$ cat config.mk
export PLATFORM = sky130hd
export DESIGN_NAME = lcd_pixel_writer
export DESIGN_NICKNAME = d
export VERILOG_FILES = /design/src/rtl/lcd_pkg.sv /design/src/rtl/lcd_pixel_writer_byte_tx.sv /design/src/rtl/lcd_pixel_writer.sv
export SDC_FILE = /design/constraint.sdc
export NUM_CORES = 1
export LEC_CHECK = 0
export BUFFER_PORTS_ARGS = -buffer_cell sky130_fd_sc_hd__buf_4
export CAP_MARGIN = 25
export CORE_MARGIN = 5
export CORE_UTILIZATION = 30
export DETAILED_ROUTE_END_ITERATION = 16
export PLACE_DENSITY = 0.54
export SLEW_MARGIN = 20
export SYNTH_ARGS = -nofsm -noshare
export SYNTH_HDL_FRONTEND = slang
export SYNTH_SLANG_ARGS = --single-unit
$ cat constraint.sdc
create_clock -name clk_i -period 3.2 [get_ports clk_i]
set_clock_uncertainty 0.1 [all_clocks]
set_input_delay 0.64 -clock clk_i [delete_from_list [all_inputs] [get_ports clk_i]]
set_output_delay 0.64 -clock clk_i [all_outputs]
set_load 0.01 [all_outputs]
$ cat src/rtl/lcd_pkg.sv
// Shared types and constants for the ILI9341 pixel writer: FSM states, panel
// opcodes and the byte table that homes the cursor to the full window.
package lcd_pkg;

  typedef enum logic [2:0] {
    RST_LOW,
    RST_WAIT,
    INIT_A,
    SLEEP_WAIT,
    INIT_B,
    CURSOR,
    IDLE,
    PIX
  } lcd_state_e;

  localparam logic [7:0] SLPOUT = 8'h11;
  localparam logic [7:0] COLMOD = 8'h3A;
  localparam logic [7:0] MADCTL = 8'h36;
  localparam logic [7:0] DISPON = 8'h29;
  localparam logic [7:0] CASET  = 8'h2A;
  localparam logic [7:0] PASET  = 8'h2B;
  localparam logic [7:0] RAMWR  = 8'h2C;

  localparam logic [7:0] COLMOD_RGB565 = 8'h55;

  localparam int LCD_W = 320;
  localparam int LCD_H = 240;

  localparam logic [15:0] X_END = 16'(LCD_W - 1);
  localparam logic [15:0] Y_END = 16'(LCD_H - 1);

  localparam int CURSOR_LEN = 11;

  // Entries are {cmd_data, byte}: bit 8 set means a data byte.
  localparam logic [8:0] CURSOR_TBL [0:CURSOR_LEN-1] = '{
    {1'b0, CASET},
    {1'b1, 8'h00}, {1'b1, 8'h00}, {1'b1, X_END[15:8]}, {1'b1, X_END[7:0]},
    {1'b0, PASET},
    {1'b1, 8'h00}, {1'b1, 8'h00}, {1'b1, Y_END[15:8]}, {1'b1, Y_END[7:0]},
    {1'b0, RAMWR}
  };

endpackage

$ cat src/rtl/lcd_pixel_writer_byte_tx.sv
// Single-byte 8080 write strobe: WRX low for WR_HALF cycles, then high for
// WR_HALF cycles, with dout/cmd_data held for the whole window.
module lcd_byte_tx #(
  parameter int WR_HALF = 1
) (
  input  logic       clk_i,
  input  logic       resetn,
  input  logic       start,
  input  logic       is_data,
  input  logic [7:0] byte_val,
  output logic       done,
  output logic       write_edge,
  output logic [7:0] dout,
  output logic       cmd_data
);

  localparam int PH_W = (WR_HALF > 1) ? $clog2(WR_HALF) : 1;
  localparam logic [PH_W-1:0] PH_LAST = PH_W'(WR_HALF - 1);

  logic            active_r;
  logic [PH_W-1:0] ph_cnt_r;
  logic            write_edge_r;
  logic [7:0]      dout_r;
  logic            cmd_data_r;

  // done marks the last high cycle so the next start lands with no gap.
  assign done       = active_r && write_edge_r && (ph_cnt_r == PH_LAST);
  assign write_edge = write_edge_r;
  assign dout       = dout_r;
  assign cmd_data   = cmd_data_r;

  // Byte launch and low/high phase sequencing.
  always_ff @(posedge clk_i or negedge resetn) begin
    if (!resetn) begin
      active_r     <= 1'b0;
      ph_cnt_r     <= '0;
      write_edge_r <= 1'b1;
      dout_r       <= 8'h00;
      cmd_data_r   <= 1'b0;
    end else if (start) begin
      active_r     <= 1'b1;
      ph_cnt_r     <= '0;
      write_edge_r <= 1'b0;
      dout_r       <= byte_val;
      cmd_data_r   <= is_data;
    end else if (active_r) begin
      if (ph_cnt_r == PH_LAST) begin
        ph_cnt_r <= '0;
        if (!write_edge_r) begin
          write_edge_r <= 1'b1;
        end else begin
          active_r <= 1'b0;
        end
      end else begin
        ph_cnt_r <= ph_cnt_r + PH_W'(1);
      end
    end
  end

endmodule

$ cat src/rtl/lcd_pixel_writer.sv
// ILI9341 8080-bus writer: panel reset and init, cursor homing, and RGB565
// pixel serialisation of the TIA beam-raced stream, with busy back-pressure.
module lcd_pixel_writer
  import lcd_pkg::*;
#(
  parameter int         RESET_LOW_CYC  = 16000,
  parameter int         RESET_WAIT_CYC = 1920000,
  parameter int         SLEEP_WAIT_CYC = 80000,
  parameter int         WR_HALF        = 1,
  parameter logic [7:0] MADCTL_VAL     = 8'h28
) (
  input  logic        clk_i,
  input  logic        resetn,
  input  logic [15:0] pix_data,
  input  logic        pix_clk,
  input  logic        reset_cursor,
  output logic        busy,
  output logic        nreset,
  output logic        cmd_data,
  output logic        write_edge,
  output logic [7:0]  dout
);

  localparam int MAX_A    = (RESET_LOW_CYC > RESET_WAIT_CYC) ? RESET_LOW_CYC : RESET_WAIT_CYC;
  localparam int MAX_WAIT = (MAX_A > SLEEP_WAIT_CYC) ? MAX_A : SLEEP_WAIT_CYC;
  localparam int CNT_W    = $clog2(MAX_WAIT + 1);

  lcd_state_e       state_r;
  logic [3:0]       idx_r;
  logic [CNT_W-1:0] cnt_r;
  logic [15:0]      pix_r;
  logic             nreset_r;
  logic             busy_r;

  logic [CNT_W-1:0] wait_lim_s;
  logic             wait_done_s;
  logic [3:0]       last_idx_s;
  logic             emitting_s;
  logic             seq_end_s;
  logic             launch_s;
  lcd_state_e       launch_state_s;
  logic [3:0]       launch_idx_s;
  logic [15:0]      pix_sel_s;
  logic [8:0]       tx_word_s;
  logic             tx_done_s;

  function automatic logic [8:0] seq_byte(input lcd_state_e st, input logic [3:0] idx,
                                          input logic [15:0] px);
    logic [8:0] w;
    w = 9'h000;
    case (st)
      INIT_A: w = {1'b0, SLPOUT};
      INIT_B: begin
        case (idx)
          4'd0:    w = {1'b0, COLMOD};
          4'd1:    w = {1'b1, COLMOD_RGB565};
          4'd2:    w = {1'b0, MADCTL};
          4'd3:    w = {1'b1, MADCTL_VAL};
          default: w = {1'b0, DISPON};
        endcase
      end
      CURSOR:  w = (idx < 4'(CURSOR_LEN)) ? CURSOR_TBL[idx] : 9'h000;
      PIX:     w = (idx == 4'd0) ? {1'b1, px[15:8]} : {1'b1, px[7:0]};
      default: w = 9'h000;
    endcase
    return w;
  endfunction

  // Wait limits and end-of-sequence detection for the current state.
  always_comb begin
    wait_lim_s = '0;
    last_idx_s = 4'd0;
    emitting_s = 1'b0;
    case (state_r)
      RST_LOW:    wait_lim_s = CNT_W'(RESET_LOW_CYC - 1);
      RST_WAIT:   wait_lim_s = CNT_W'(RESET_WAIT_CYC - 1);
      SLEEP_WAIT: wait_lim_s = CNT_W'(SLEEP_WAIT_CYC - 1);
      INIT_A:     emitting_s = 1'b1;
      INIT_B: begin
        emitting_s = 1'b1;
        last_idx_s = 4'd4;
      end
      CURSOR: begin
        emitting_s = 1'b1;
        last_idx_s = 4'(CURSOR_LEN - 1);
      end
      PIX: begin
        emitting_s = 1'b1;
        last_idx_s = 4'd1;
      end
      default: wait_lim_s = '0;
    endcase
    wait_done_s = (cnt_r == wait_lim_s);
    seq_end_s   = emitting_s && tx_done_s && (idx_r == last_idx_s);
  end

  // Byte launch decision; the first byte of a sequence starts on the same edge
  // as the state change so a strobe at edge N drops write_edge at N+1.
  always_comb begin
    launch_s       = 1'b0;
    launch_state_s = state_r;
    launch_idx_s   = 4'd0;
    case (state_r)
      RST_WAIT, SLEEP_WAIT: begin
        if (wait_done_s) begin
          launch_s       = 1'b1;
          launch_state_s = (state_r == RST_WAIT) ? INIT_A : INIT_B;
        end else begin
          launch_s = 1'b0;
        end
      end
      INIT_B: begin
        if (tx_done_s && seq_end_s) begin
          launch_s       = 1'b1;
          launch_state_s = CURSOR;
        end else if (tx_done_s) begin
          launch_s     = 1'b1;
          launch_idx_s = idx_r + 4'd1;
        end else begin
          launch_s = 1'b0;
        end
      end
      CURSOR, PIX: begin
        if (tx_done_s && !seq_end_s) begin
          launch_s     = 1'b1;
          launch_idx_s = idx_r + 4'd1;
        end else begin
          launch_s = 1'b0;
        end
      end
      IDLE: begin
        if (reset_cursor) begin
          launch_s       = 1'b1;
          launch_state_s = CURSOR;
        end else if (pix_clk) begin
          launch_s       = 1'b1;
          launch_state_s = PIX;
        end else begin
          launch_s = 1'b0;
        end
      end
      default: launch_s = 1'b0;
    endcase
    pix_sel_s = (state_r == IDLE) ? pix_data : pix_r;
    tx_word_s = seq_byte(launch_state_s, launch_idx_s, pix_sel_s);
  end

  // Sequencer FSM with registered nreset/busy.
  always_ff @(posedge clk_i or negedge resetn) begin
    if (!resetn) begin
      state_r  <= RST_LOW;
      idx_r    <= 4'd0;
      cnt_r    <= '0;
      pix_r    <= 16'h0000;
      nreset_r <= 1'b0;
      busy_r   <= 1'b1;
    end else if (launch_s) begin
      state_r <= launch_state_s;
      idx_r   <= launch_idx_s;
      cnt_r   <= '0;
      busy_r  <= 1'b1;
      if (state_r == IDLE) begin
        pix_r <= pix_data;
      end
    end else if (seq_end_s) begin
      idx_r <= 4'd0;
      if (state_r == INIT_A) begin
        state_r <= SLEEP_WAIT;
      end else begin
        state_r <= IDLE;
        busy_r  <= 1'b0;
      end
    end else if ((state_r == RST_LOW) && wait_done_s) begin
      state_r  <= RST_WAIT;
      nreset_r <= 1'b1;
      cnt_r    <= '0;
    end else if (state_r inside {RST_LOW, RST_WAIT, SLEEP_WAIT}) begin
      cnt_r <= cnt_r + CNT_W'(1);
    end
  end

  lcd_byte_tx #(
    .WR_HALF(WR_HALF)
  ) u_tx (
    .clk_i      (clk_i),
    .resetn     (resetn),
    .start      (launch_s),
    .is_data    (tx_word_s[8]),
    .byte_val   (tx_word_s[7:0]),
    .done       (tx_done_s),
    .write_edge (write_edge),
    .dout       (dout),
    .cmd_data   (cmd_data)
  );

  assign busy   = busy_r;
  assign nreset = nreset_r;

endmodule

* Word-level counts from Yosys, hierarchy flattened *
Memories as Yosys holds them, arrays and structs flattened.
Index checks and enable logic that the tools add are counted.

operators by class
  $add $sub $neg = 3
  shift-type cells = 0
  reductions and logical operators = 22
  equal/unequal tests = 19
  $mul = 0
  muxes and demuxes = 50
  div/mod/pow operators = 0
  bitwise logic cells = 4
  $lt $le $gt $ge = 2

operators by type and width
  operator                                        number
  two-way mux 21 bit                              4
  case mux 9 bit (4 select lines)                 2
  case mux 21 bit (3 select lines)                1
  two-way mux 3 bit                               9
  two-way mux 9 bit                               3
  adder 21 x 1 -> 21 bit (second input constant)  1
  == test 21 bit                                  1
  == test 3 bit (second input constant)           7
  two-way mux 1 bit                               20
  two-way mux 4 bit                               5
  two-way mux 16 bit                              1
  case mux 4 bit (3 select lines)                 1
  == test 3 x 2 -> 1 bit (second input constant)  3
  case mux 3 bit (3 select lines)                 1
  nonzero test 3 bit                              3
  == test 4 x 2 -> 1 bit (second input constant)  2
  two-way mux 8 bit                               1
  case mux 4 bit (2 select lines)                 1
  logical AND 1 bit                               7
  AND reduction 2 bit                             3
  >= comparator 5 bit (second input constant)     1
  NOT 4 -> 5 bit                                  1
  adder 4 x 1 -> 4 bit (second input constant)    1
  == test 4 x 1 -> 1 bit (second input constant)  1
  15 further kinds                                20

storage, ports and cells
  memories kept = 1
  register bits = 58
  logic and storage cells = 112
  output and inout port bits = 12
  RAM bits = 0
  input port bits = 20
  bits in latches = 0
  memory bits (read-only) = 144

memory list
  memory           words  bits a word  read ports  clocked after Yosys merged registers in  wr ports  line                    RTL
  (no name shown)  16     9            1           0                                        0         lcd_pixel_writer.sv:62  CURSOR: w = (idx < 4'(CURSOR_LEN)) ? CURSOR_TBL[idx] : 9'h000;

* Depth between registers and ports, before layout *
Gate-level depths: netlist of the first run.

  depth in word-level cells = 15
  gate-level depth with buffers = 14
  depth with buffers taken out = 10

* Modules after synthesis *
From an unflattened synthesis of the first run, not the netlist that was laid out.

unflattened totals
  cells, all modules = 430
  area total of the unflattened synthesis = 3906.2 um^2

modules (own cells, without submodules)
  module            instances  sequential area each (um^2)  cells an instance  area an instance (um^2)
  lcd_pixel_writer  1          1152.4                       404                3460.8
  lcd_byte_tx       1          276.5                        26                 445.4

* Least setup slack after synthesis of the first run *
No wires, ideal clock.

  kind = register to register
  from = reg state_r[2]
  to = reg pix_r[10]
  path slack = -27 ps
  stages on the path, launching flop included = 14
  path buffers = 4
  data arrival time = 2999 ps
  required time = 2973 ps
  period minus slack after synthesis = 3227 ps
  path through = dfrtp_1 > clkbuf_1 > inv_1 > ha_1 > buf_2 > a21boi_0 > or4_1 > a221oi_4 > a31oi_2 > a21o_1 > buf_6 > nor2_8 > buf_6 > mux2_1

between the ends
  cells in the longest elaborated chain, start to end = 9
  elaborated cells on any way between the ends = 26

ends and longest elaborated chain
  what                                                                                     line                     RTL
  from (decl)                                                                              lcd_pixel_writer.sv:28   lcd_state_e state_r;
  from (signal assigned)                                                                   lcd_pixel_writer.sv:158  state_r <= launch_state_s;
  parallel branches: the longest is 9 deep, another holds case mux 4 bit (3 select lines)  -
  to (signal assigned)                                                                     lcd_pixel_writer.sv:163  pix_r <= pix_data;
  to (decl)                                                                                lcd_pixel_writer.sv:31   logic [15:0] pix_r;

Parallel ways; which one is timed is not known.
A chain may end at the register's enable or synchronous reset.

* Final worst setup path of the first run *
  from = reg cnt_r[7]
  to = reg cnt_r[20]

between the ends
  cells in the longest elaborated chain, start to end = 5
  elaborated cells on any way between the ends = 12

ends and longest elaborated chain
  what                                                                   line                                              RTL
  from (decl)                                                            lcd_pixel_writer.sv:30                            logic [CNT_W-1:0] cnt_r;
  from (signal assigned)                                                 lcd_pixel_writer.sv:178                           cnt_r <= cnt_r + CNT_W'(1);
  adder 21 x 1 -> 21 bit or == test 21 bit (tied branches)               lcd_pixel_writer.sv:178, lcd_pixel_writer.sv:93
  two-way mux 21 bit, or another cell as far along                       lcd_pixel_writer.sv:177                           end else if (state_r inside {RST_LOW, RST_WAIT, SLEEP_WAIT}) begin
  two-way mux 21 bit or case mux 1 bit (4 select lines) (tied branches)  lcd_pixel_writer.sv:173, lcd_pixel_writer.sv:103
  two-way mux 21 bit, or another cell as far along                       lcd_pixel_writer.sv:165                           end else if (seq_end_s) begin
  two-way mux 21 bit or AND reduction 2 bit (tied branches)              -

Parallel ways exist; a longest one is shown, timed or not. The select of a mux whose other input is x is not followed.

==> reports/metrics.csv, run 1 <==
stage,metric,value,unit
run_status,status,finished clean,
detailed_routing,drc,0,
clock_tree,cts.sinks,57,
sta,rsz0062_at_grt,true,
power_and_ir_drop,swShare,23.0,%
synthesis,avgSynthCellArea,9.36,sq um
detailed_routing,wirelength,10400,um
synthesis,syn_nets,443,
sta,fmax,324,MHz
final_layout,area_delta_synth_final,22.8,%
global_route,grt_overflow,0,
power_and_ir_drop,power_density,370,nW/um^2
final_layout,nets,487,
clock_tree,clockBufferDepth,2,
hold_path,hp-class,in -> async,
clock_tree,clk_latency,0.34,ns
job,maxCapViolations,0,
synthesis,ys_types,68,
final_layout,seq_area,1430,sq um
clock_tree,hold_buffers,0,
synthesis,synth_edf_count,0,
floorplanning,die_area,15400,sq um
clock_tree,cts-root-buf,clkbuf_16,
worst_setup_path,worstPathArrival,3.21,ns
floorplanning,initial_core_util,30.7,%
detailed_routing,antenna_left,0,
synthesis,ys_seq_elements,57,
synthesis,synth_area_leaders,"dfrtp_1 (35%), mux4_2 (4.6%), nor2_1 (4.1%), nand2_1 (3.7%), o21ai_0 (2.9%)",
global_route,track_usage,14.3,%
global_route,grt_pass1_wl,17100,um
sta,period_share,96.5,%
power_and_ir_drop,cellLeakagePower,0.00197,uW
final_layout,diodes,0,
detailed_routing,dr.first_iter.drc_count,179,
clock_tree,cts_tree,yes,
worst_setup_path,reg2reg_depth,10,
floorplanning,fp.coreArea,12700,sq um
worst_setup_path,criticalPathCategory,reg -> reg,
worst_setup_path,crit_required,3.32,ns
worst_setup_path,rr_startpoint,cnt_r[7],
detailed_routing,viasPerCell,5.41,
place,dp_hpwl,7530,um
synthesis,ys_warn_count,0,
floorplanning,die_h,124,um
synthesis,syn-cell-area,3910,sq um
place,port_buffers,31,
floorplanning,die_x,124,um
synthesis,yosysTopAreaCell,dfrtp_1,
place,gp_congestion,0.912,
sta,fin_ws,0.113,ns
power_and_ir_drop,internal_power,1370,uW
floorplanning,io_pins,32,
sta,fin_crit,3.09,ns
global_route,grt_pass1_vias,3306,
worst_setup_path,r2r_end,cnt_r[20],
power_and_ir_drop,p_comb_share,3.0,%
power_and_ir_drop,peakVddDrop,0.000208,V
synthesis,synth_top_area_share,35.2,%
sta,hold_viol,0,
power_and_ir_drop,clkPwrFrac,55.6,%
sta,worstMarginPinSlew,0.735,ns
detailed_routing,vias,3459,
floorplanning,row_count,41,
synthesis,synth_cells,418,
clock_tree,clkSlewWorstSetupHoldPaths,0.06,ns
clock_tree,cts_made_buffers,9,
sta,slew_viol_final,0,
clock_tree,htree_levels,3,
final_layout,multiInputGateArea,2360,sq um
sta,setup_violations,0,
global_route,grt_start_max_net_pins,58,
global_route,antenna_found_initial,0,
worst_setup_path,ff2ff_setup_slack,0.11,ns
final_layout,drive_gt1_share,24.8,%
power_and_ir_drop,seq_power_share,41.4,%
synthesis,ys.flop_type,dfrtp_1,
synthesis,synthArstFlopShare,100,%
sta,max-slew-margin-rel,51.0,%
synthesis,yosysSeqAreaShare,36.5,%
detailed_routing,first_pass_iters,5,
detailed_routing,avgRoutedWirePerCell,16.2,um
place,dp_slack,0.0590,ns
worst_setup_path,endpoint_kind,flop,
final_layout,utilization,37.8,%
power_and_ir_drop,net-switching-power,409,uW
worst_setup_path,critical_path.max_fanout,7,
worst_setup_path,crit_path_start_kind,flop,
final_layout,fillers,1333,
-- Yosys cell counts, drive strengths merged (2+ instances only) --
master    n
dfrtp    55
nor2     45
nand2    39
o21ai    24
a21oi    18
mux2     18
clkbuf   16
nand4    12
xor2     12
and3     11
nor3     11
a211oi   10
buf      10
inv      10
nand3    10
xnor2    10
mux4      8
o31ai     8
a31oi     6
o2111ai   6
o211ai    6
or3       6
ha        5
nor4      5
a21boi    4
and2      4
nor2b     4
or4       4
a221o     3
a221oi    3
mux2i     3
nand3b    3
nor3b     3
o21bai    3
a21o      2
a2bb2oi   2
a311o     2
a41o      2
a41oi     2
dfstp     2
-- sequential cells by signal, indices dropped and copies added (netlist names) --
register         cells
u_tx.dout            8
idx_r                4
state_r              3
nreset               1
u_tx.write_edge      1
pix_r               16
u_tx.cmd_data        1
busy                 1
cnt_r               21
u_tx.active_r        1
-- metal layers --
layer | wire length [um] | track usage (%) | up-vias | part of all wire (%)
met5 | 0 | 0 | - | 0
met4 | 228 | 6.57 | 0 | 2.2
met3 | 332 | 2.27 | 18 | 3.2
met2 | 4730 | 21.1 | 63 | 46
met1 | 5090 | 20.5 | 1726 | 49
li1 | - | - | 1652 | -
-- kinds of logic after synthesis --
kind of cell               count (synthesis)  synth area share [%]
AOI/OAI and AO/OA                        107                  20.4
xor gates and xnor gates                  22                  4.93
adders and majority gates                  5                  1.60
buffers and inverters                     36                  4.25
DFF                                       57                  36.5
muxes                                     29                  11.0
and+or+nand+nor                          162                  21.3
-- layout make-up --
class / count / area share (%)
multi-input combinational: 325 / 49.1
sequential: 57 / 29.8
timing repair buffer: 59 / 9.48
clock buffer: 9 / 4.69
tap: 172 / 4.48
clock inverter: 7 / 1.67
inverter: 10 / 0.781
-- power by group through the flow --
| stage | clock network (uW) | logic [uW] | registers (uW) |
|---|---|---|---|
| after floorplan | 0 | 15.4 | 747 |
| after global placement | 0 | 53.6 | 748 |
| after detailed placement | 0 | 54.9 | 748 |
| after CTS | 1010 | 55.0 | 735 |
| after global routing | 1040 | 59.1 | 736 |
| final | 988 | 52.6 | 735 |
-- metrics by stage --
stage	cells	area (sq um)	total power (uW)	TNS, ns	hold slack, ns
finish	639	4800	1780	0	0.266
CTS	638	4760	1800	0	0.303
detailed placement	622	4450	803	0	0.373
global route	639	4800	1830	-0.216	0.337
floorplan	418	3920	763	0	0.244
global placement	622	4450	801	0	0.363
-- cell usage in the layout (no fill, tap or decap), types with 7 or more instances in the layout --
| cell | n |
|---|---|
| o31ai_1 | 7 |
| o21ai_0 | 23 |
| xor2_1 | 12 |
| buf_4 | 58 |
| nor2_1 | 42 |
| mux2_2 | 7 |
| dfrtp_1 | 54 |
| nand2_1 | 39 |
| clkbuf_16 | 9 |
| nor3_1 | 9 |
| xnor2_1 | 10 |
| inv_1 | 10 |
| mux4_2 | 8 |
| nand4_1 | 12 |
| a21oi_1 | 17 |
| and3_1 | 11 |
| mux2_1 | 10 |
| nand3_1 | 9 |
-- critical path, stage by stage (launching register included) --
cell       delay (ns)
dfrtp_1          0.39
or4_1            0.53
or3_4            0.36
a221oi_4         0.28
buf_4            0.20
a31oi_4          0.10
a21o_2           0.30
buf_4            0.19
a2111oi_4        0.30
xnor2_1          0.17
nor2_2           0.04
-- repair_timing --
item	in CTS	in global routing
setup endpoints to repair	0	40
gates resized for setup	0	9
buffers inserted	0	1
-- worst max path at each step --
stage               cells after the start  slack [ns]        from           end
floorplan                              13        0.04  state_r[2]     pix_r[10]
global placement                        8        0.07    cnt_r[7]  u_tx.dout[2]
detailed placement                      9        0.06  state_r[0]  u_tx.dout[6]
CTS                                     9        0.04  state_r[0]  u_tx.dout[6]
global route                           12       -0.05  state_r[2]     cnt_r[13]
finish                                 10        0.11    cnt_r[7]     cnt_r[20]
No activity file was read; power rests on OpenSTA's default activity.
==> run 2: changes to the inputs <==
==> constraint.sdc (replaced) <==
create_clock -name clk_i -period 2.7 [get_ports clk_i]
set_clock_uncertainty 0.1 [all_clocks]
set_input_delay 0.54 -clock clk_i [delete_from_list [all_inputs] [get_ports clk_i]]
set_output_delay 0.54 -clock clk_i [all_outputs]
set_load 0.01 [all_outputs]
==> reports/metrics.csv, run 2 (synthesized netlist as in run 1, its figures left out) <==
stage,metric,value,unit,change
global_route,grt_start_max_net_pins,58,,unchanged
detailed_routing,vias,3826,,+11%
job,maxCapViolations,0,,unchanged
final_layout,drive_gt1_share,47.0,%,+22 points
sta,fin_ws,-0.283,ns,-0.396 ns
place,dp_slack,-0.342,ns,-0.401 ns
power_and_ir_drop,cellLeakagePower,0.00257,uW,+31%
floorplanning,die_area,15400,sq um,unchanged
detailed_routing,antenna_left,0,,unchanged
floorplanning,die_h,124,um,unchanged
worst_setup_path,endpoint_kind,flop,,
run_status,status,"complete, but fails checks",,
global_route,grt_overflow,0,,unchanged
place,gp_congestion,0.903,,-0.98%
sta,fin_crit,2.98,ns,-0.104 ns
detailed_routing,drc,0,,unchanged
global_route,grt_pass1_vias,3928,,+19%
sta,max-slew-margin-rel,50.2,%,-0.78 points
final_layout,largest_reg_flops,21,,unchanged
final_layout,area_delta_synth_final,54.2,%,
sta,slew_viol_final,0,,unchanged
global_route,grt_pass1_wl,19900,um,+16%
final_layout,fillers,1184,,-11%
place,placedCellCount,689,,+11%
run_status,violations,negative setup slack,,
worst_setup_path,reg2reg_depth,10,,unchanged
worst_setup_path,critical_path.max_fanout,3,,-4
clock_tree,cts.sinks,57,,unchanged
sta,hold_viol,0,,unchanged
sta,rsz0062_at_grt,true,,
floorplanning,io_pins,32,,unchanged
worst_setup_path,crit_path_start_kind,flop,,
worst_setup_path,criticalPathCategory,reg -> reg,,
detailed_routing,first_pass_iters,4,,-1
power_and_ir_drop,peakVddDrop,0.000308,V,+48%
detailed_routing,viasPerCell,5.29,,-2.2%
global_route,track_usage,16.5,%,+2.2 points
clock_tree,clk_latency,0.34,ns,about the same
final_layout,final_common_cell,buf_4,,
hold_path,hp-class,in -> async,,
sta,period_share,110,%,+14 points
floorplanning,die_x,124,um,unchanged
clock_tree,cts_made_buffers,9,,unchanged
worst_setup_path,crit_required,2.88,ns,-0.44 ns
clock_tree,htree_levels,3,,unchanged
final_layout,finalNonFillerCells,723,,+13%
sta,worstMarginPinSlew,0.747,ns,+0.0116 ns
detailed_routing,dr.first_iter.drc_count,221,,+23%
clock_tree,hold_buffers,0,,unchanged
floorplanning,row_count,41,,unchanged
detailed_routing,wirelength,12000,um,+16%
final_layout,diodes,0,,unchanged
clock_tree,cts-root-buf,clkbuf_16,,
sta,fmax,335,MHz,+3.5%
power_and_ir_drop,power_density,378,nW/um^2,+2.3%
floorplanning,initial_core_util,30.7,%,unchanged
sta,setup_violations,51,,+51
clock_tree,clockBufferDepth,2,,unchanged
final_layout,layout_common_cells,"buf_4 (112), dfrtp_1 (53), nor2_1 (37)",,
detailed_routing,avgRoutedWirePerCell,16.6,um,+2.5%
worst_setup_path,worstPathArrival,3.16,ns,-0.05 ns
place,dp_hpwl,8340,um,+11%
final_layout,largest-register,cnt_r,,
worst_setup_path,ff2ff_setup_slack,-0.28,ns,-0.40 ns
global_route,antenna_found_initial,0,,unchanged
clock_tree,cts_tree,yes,,
clock_tree,clkSlewWorstSetupHoldPaths,0.05,ns,about the same
place,port_buffers,31,,unchanged
floorplanning,fp.coreArea,12700,sq um,unchanged
final_layout,nets,571,,+17%
==> run 2: cell types whose count changed in the layout (fill, tap and decap cells not counted), moves of 4 or more <==
cell,before,now
nand2_1,39,30
o21ai_1,1,10
mux2_2,7,1
buf_4,58,112
nor2_1,42,37
a21oi_1,17,10
buf_6,0,23
o2111ai_1,6,2
mux2_1,10,0
mux2_4,1,17
a21oi_2,1,7
nand2_2,0,6
o21ai_0,23,12
==> run 2: final timing paths <==
path	startpoint	endpoint
max	cnt_r[7]	u_tx.dout[5]
min	resetn	cnt_r[3]
max reg2reg	cnt_r[7]	u_tx.dout[5]
min reg2reg	busy	busy
max in group asynchronous	resetn	state_r[2]
min in group clk_i	pix_data[5]	pix_r[5]
==> run 2: report_power, final <==
part,leakage [uW],switching [uW],internal [uW]
clock network,0.000162,437,900
registers,0.000715,6.28,867
logic,0.00170,30.7,40.8
total,0.00257,474,1810
==> run 2: stage by stage <==
| step | hold slack [ns] | power (uW) | setup TNS [ns] | area, sq um | util [%] |
|---|---|---|---|---|---|
| 2_1_floorplan | 0.144 | 911 | -5.81 | 4090 | - |
| 5_1_grt | 0.255 | 2340 | -11.80 | 6030 | 47.4 |
| 6_report | 0.175 | 2280 | -8.09 | 6030 | 47.4 |
| 4_1_cts | 0.211 | 2290 | -6.35 | 5700 | 44.8 |
| 3_3_place_gp | 0.374 | 956 | -8.64 | 5100 | 40.1 |
| 3_5_place_dp | 0.370 | 959 | -9.69 | 5100 | 40.1 |
==> run 2: critical path, cell delays in order (launching register included) <==
cell       delay [ns]
dfrtp_1          0.37
or4_1            0.53
or3_4            0.35
a221oi_4         0.27
buf_6            0.16
buf_6            0.11
nand4_1          0.13
a221oi_2         0.36
o2111ai_2        0.17
a211oi_2         0.23
a311o_1          0.15
==> run 2: final cells by class <==
type / instances / area [sq um] / area share (%)
clock inverter: 7 / 119 / 1.97
sequential: 57 / 1430 / 23.7
clock buffer: 9 / 225 / 3.73
timing repair buffer: 143 / 1260 / 20.9
inverter: 10 / 40.0 / 0.664
multi-input combinational: 325 / 2740 / 45.4
tap: 172 / 215 / 3.57
==> run 2: routing by layer <==
| metal | vias up | track usage (%) | routed length (um) | share of wire [%] |
|---|---|---|---|---|
| li1 | 1823 | - | - | - |
| met1 | 1893 | 22.7 | 5700 | 47 |
| met2 | 94 | 26.0 | 5590 | 46 |
| met3 | 16 | 3.32 | 485 | 4.0 |
| met4 | 0 | 5.61 | 251 | 2.1 |
| met5 | - | 0 | 0 | 0 |
==> run 2: repair_timing <==
action	in CTS	in global routing
endpoints found under the setup margin	56	53
resized for setup	48	53
buffers inserted	7	11
gates cloned	1	1
pin swaps	21	36
==> run 3: changes to the inputs <==
--- a/config.mk
+++ b/config.mk
@@ -5,12 +5,13 @@
 export SDC_FILE = /design/constraint.sdc
 export NUM_CORES = 1
 export LEC_CHECK = 0
+export ABC_AREA = 1
 export BUFFER_PORTS_ARGS = -buffer_cell sky130_fd_sc_hd__buf_4
 export CAP_MARGIN = 25
 export CORE_MARGIN = 5
 export CORE_UTILIZATION = 30
 export DETAILED_ROUTE_END_ITERATION = 16
-export PLACE_DENSITY = 0.54
+export PLACE_DENSITY = 0.53
 export SLEW_MARGIN = 20
 export SYNTH_ARGS = -nofsm -noshare
 export SYNTH_HDL_FRONTEND = slang
==> constraint.sdc (replaced) <==
create_clock -name clk_i -period 3.75 [get_ports clk_i]
set_clock_uncertainty 0.1 [all_clocks]
set_input_delay 0.75 -clock clk_i [delete_from_list [all_inputs] [get_ports clk_i]]
set_output_delay 0.75 -clock clk_i [all_outputs]
set_load 0.005 [all_outputs]
==> reports/metrics.csv, run 3 <==
stage,metric,value,unit,change
worst_setup_path,rr_startpoint,state_r[2],,
global_route,antenna_found_initial,0,,unchanged
floorplanning,io_pins,32,,unchanged
power_and_ir_drop,power_density,762,nW/um^2,+100%
power_and_ir_drop,p_comb_share,54.3,%,+51 points
synthesis,ys.flop_type,dfrtp_1,,
global_route,grt_pass1_wl,20300,um,+1.7%
clock_tree,cts_made_buffers,9,,unchanged
final_layout,diodes,0,,unchanged
sta,max-slew-margin-rel,43.3,%,-6.9 points
place,gp_congestion,0.935,,+3.5%
final_layout,fillers,1514,,+28%
hold_path,min_to,busy,,
worst_setup_path,r2r_end,pix_r[13],,
power_and_ir_drop,peakVddDrop,0.000332,V,+7.8%
clock_tree,cts-root-buf,clkbuf_16,,
detailed_routing,dr.first_iter.drc_count,327,,+48%
final_layout,final_common_cell,nand2_1,,
place,port_buffers,31,,unchanged
detailed_routing,drc,0,,unchanged
hold_path,hold_depth,2,,
place,placedCellCount,838,,+22%
synthesis,synth_most_common_cell,nand2_1,,
clock_tree,hold_buffers,0,,unchanged
sta,period_share,88.0,%,-22 points
job,maxCapViolations,0,,unchanged
detailed_routing,vias,4152,,+8.5%
detailed_routing,first_pass_iters,5,,+1
final_layout,layout_common_cells,"nand2_1 (216), inv_1 (63), dfrtp_1 (55)",,
clock_tree,clkSlewWorstSetupHoldPaths,0.05,ns,about the same
floorplanning,die_area,16900,sq um,+9.7%
synthesis,ys_warn_count,0,,unchanged
final_layout,finalNonFillerCells,853,,+18%
power_and_ir_drop,seq_power_share,25.9,%,-12 points
place,dp_hpwl,8620,um,+3.3%
synthesis,yosysTopAreaCell,dfrtp_1,,
detailed_routing,wirelength,11800,um,-1.8%
global_route,grt_start_max_net_pins,58,,unchanged
final_layout,drive_gt1_share,13.4,%,-34 points
final_layout,nets,694,,+22%
worst_setup_path,reg2reg_depth,14,,+4
sta,rsz0062_at_grt,false,,
sta,tns,0,ns,+8.09 ns
final_layout,largest_reg_flops,21,,unchanged
sta,hold_viol,0,,unchanged
sta,slew_viol_final,0,,unchanged
hold_path,hp-class,reg -> reg,,
power_and_ir_drop,cellLeakagePower,0.00238,uW,-7.4%
hold_path,hold_start,busy,,
synthesis,synth_top_area_share,31.8,%,-3.4 points
clock_tree,clockBufferDepth,2,,unchanged
worst_setup_path,ff2ff_setup_slack,0.45,ns,+0.73 ns
clock_tree,htree_levels,3,,unchanged
power_and_ir_drop,internal_power,1920,uW,+5.9%
synthesis,avgSynthCellArea,6.65,sq um,-29%
sta,worstMarginPinSlew,0.850,ns,+0.103 ns
global_route,grt_overflow,0,,unchanged
final_layout,multiInputGateArea,2460,sq um,-10%
sta,setup_violations,0,,-100%
power_and_ir_drop,net-switching-power,1840,uW,+290%
synthesis,syn-cell-area,4320,sq um,+11%
detailed_routing,viasPerCell,4.87,,-8.0%
sta,whs,0.366,ns,+0.191 ns
sta,fin_crit,3.30,ns,+0.316 ns
floorplanning,row_count,43,,+4.9%
worst_setup_path,worstPathArrival,3.46,ns,+0.30 ns
synthesis,ys_types,44,,-35%
floorplanning,fp.coreArea,14000,sq um,+10%
detailed_routing,avgRoutedWirePerCell,13.8,um,-17%
detailed_routing,antenna_left,0,,unchanged
sta,fmax,303,MHz,-9.6%
worst_setup_path,endpoint_kind,flop,,
synthesis,syn_nets,675,,+52%
synthesis,ys_seq_elements,57,,unchanged
final_layout,area_delta_synth_final,13.8,%,
floorplanning,initial_core_util,30.9,%,+0.17 points
final_layout,largest-register,cnt_r,,
power_and_ir_drop,swShare,49.0,%,+28 points
clock_tree,clk_latency,0.34,ns,about the same
synthesis,synthArstFlopShare,100,%,unchanged
synthesis,synth_area_leaders,"dfrtp_1 (32%), nand2_1 (19%), nand3_1 (6.1%), inv_1 (5.5%), nor2_1 (4.5%)",,
final_layout,utilization,35.2,%,-12 points
worst_setup_path,crit_required,3.91,ns,+1.03 ns
floorplanning,die_h,130,um,+4.7%
clock_tree,cts.sinks,57,,unchanged
power_and_ir_drop,total_power,3750,uW,+64%
synthesis,yosysSeqAreaShare,33.0,%,-3.5 points
final_layout,seq_area,1430,sq um,-0.17%
floorplanning,die_x,130,um,+4.7%
clock_tree,cts_tree,yes,,
synthesis,synth_edf_count,0,,unchanged
worst_setup_path,critical_path.max_fanout,29,,+26
worst_setup_path,crit_path_start_kind,flop,,
synthesis,synth_common_cells,"nand2_1 (216), inv_1 (63), dfrtp_1 (55)",,
worst_setup_path,criticalPathCategory,reg -> reg,,
global_route,grt_pass1_vias,4090,,+4.1%
run_status,status,finished clean,,
global_route,track_usage,15.0,%,-1.5 points
power_and_ir_drop,clkPwrFrac,19.8,%,-39 points
synthesis,synth_cells,650,,+56%
==> run 3: cell types whose count changed after synthesis, moves of 8 or more <==
| cell | change |
|---|---|
| o21ai_1 | +29 |
| a211oi_1 | -8 |
| inv_1 | +53 |
| nand2_1 | +177 |
| nand3_1 | +44 |
| mux4_2 | -8 |
| mux2_1 | -10 |
| xor2_1 | +9 |
| and3_1 | -11 |
| nor2_1 | +9 |
| a21oi_1 | -9 |
==> run 3: cell type report <==
type                            instances  share of cell area (%)
Multi-Input combinational cell        494                    50.1
Sequential cell                        57                    29.0
Timing Repair Buffer                   36                    5.49
Inverter                               71                    5.49
Clock buffer                           11                    4.93
Tap cell                              180                    4.58
Clock inverter                          4                   0.407
==> run 3: stage by stage <==
step | setup WS, ns | cell area, sq um
after detailed placement | 0.314 | 4650
after global placement | 0.414 | 4650
after global routing | 0.0693 | 4920
after CTS | 0.304 | 4920
after floorplan | 1.31 | 4320
final | 0.451 | 4920
==> run 3: timing repair <==
action,4_1_cts,5_1_grt
endpoints found under the setup margin,0,23
gates resized for setup,0,2
buffers inserted,0,0
==> run 3: power by group through the flow <==
stage / clock network [uW] / logic, uW / registers (uW)
after global placement: 0 / 2020 / 976
after detailed placement: 0 / 2020 / 980
after global routing: 791 / 2340 / 1000
after floorplan: 0 / 1690 / 887
final: 744 / 2040 / 971
after CTS: 764 / 2040 / 972
==> run 3: worst max-delay path, cell delays in order (launching register included) <==
cell and delay, ns:
dfrtp_1 0.60, inv_2 0.14, ha_1 0.31, a21oi_1 0.36
nand2_1 0.11, nand2_1 0.10, nand2_1 0.07, nor2_2 0.14
nand3_1 0.12, o211ai_2 0.11, nand2_4 0.23, clkinv_2 0.37
buf_4 0.27, nor2_1 0.06, a31oi_1 0.13
==> run 3: kinds of logic (layout without fill, tap and decap cells) <==
family          count (synthesis)  count (layout)  share of synthesized area, %
simple gates                  383             383                          39.6
buf+inv                        99             122                          10.1
compound gates                 80              80                          10.4
flops                          57              57                          33.0
xor+xnor                       26              26                          5.44
fa+ha+maj                       5               5                          1.45
==> run 3: how the worst max path moves through the flow <==
stage                           from           end  slack, ns  depth (start not counted)
after global placement    state_r[2]      cnt_r[8]       0.41                         14
after global routing      state_r[2]     pix_r[13]       0.07                         14
after CTS                 state_r[2]      cnt_r[8]       0.30                         14
after floorplan           state_r[2]  u_tx.dout[3]       1.31                         21
after detailed placement  state_r[2]      cnt_r[8]       0.31                         14
final                     state_r[2]     pix_r[13]       0.45                         14
==> run 3: metal layers <==
metal	routed length [um]	vias up	share of wire, %	global-route usage (%)
met5	0	-	0	0
met4	246	0	2.1	4.89
met3	495	16	4.2	3.32
met2	5530	100	47	24.2
met1	5550	1913	47	19.9
li1	-	2123	-	-
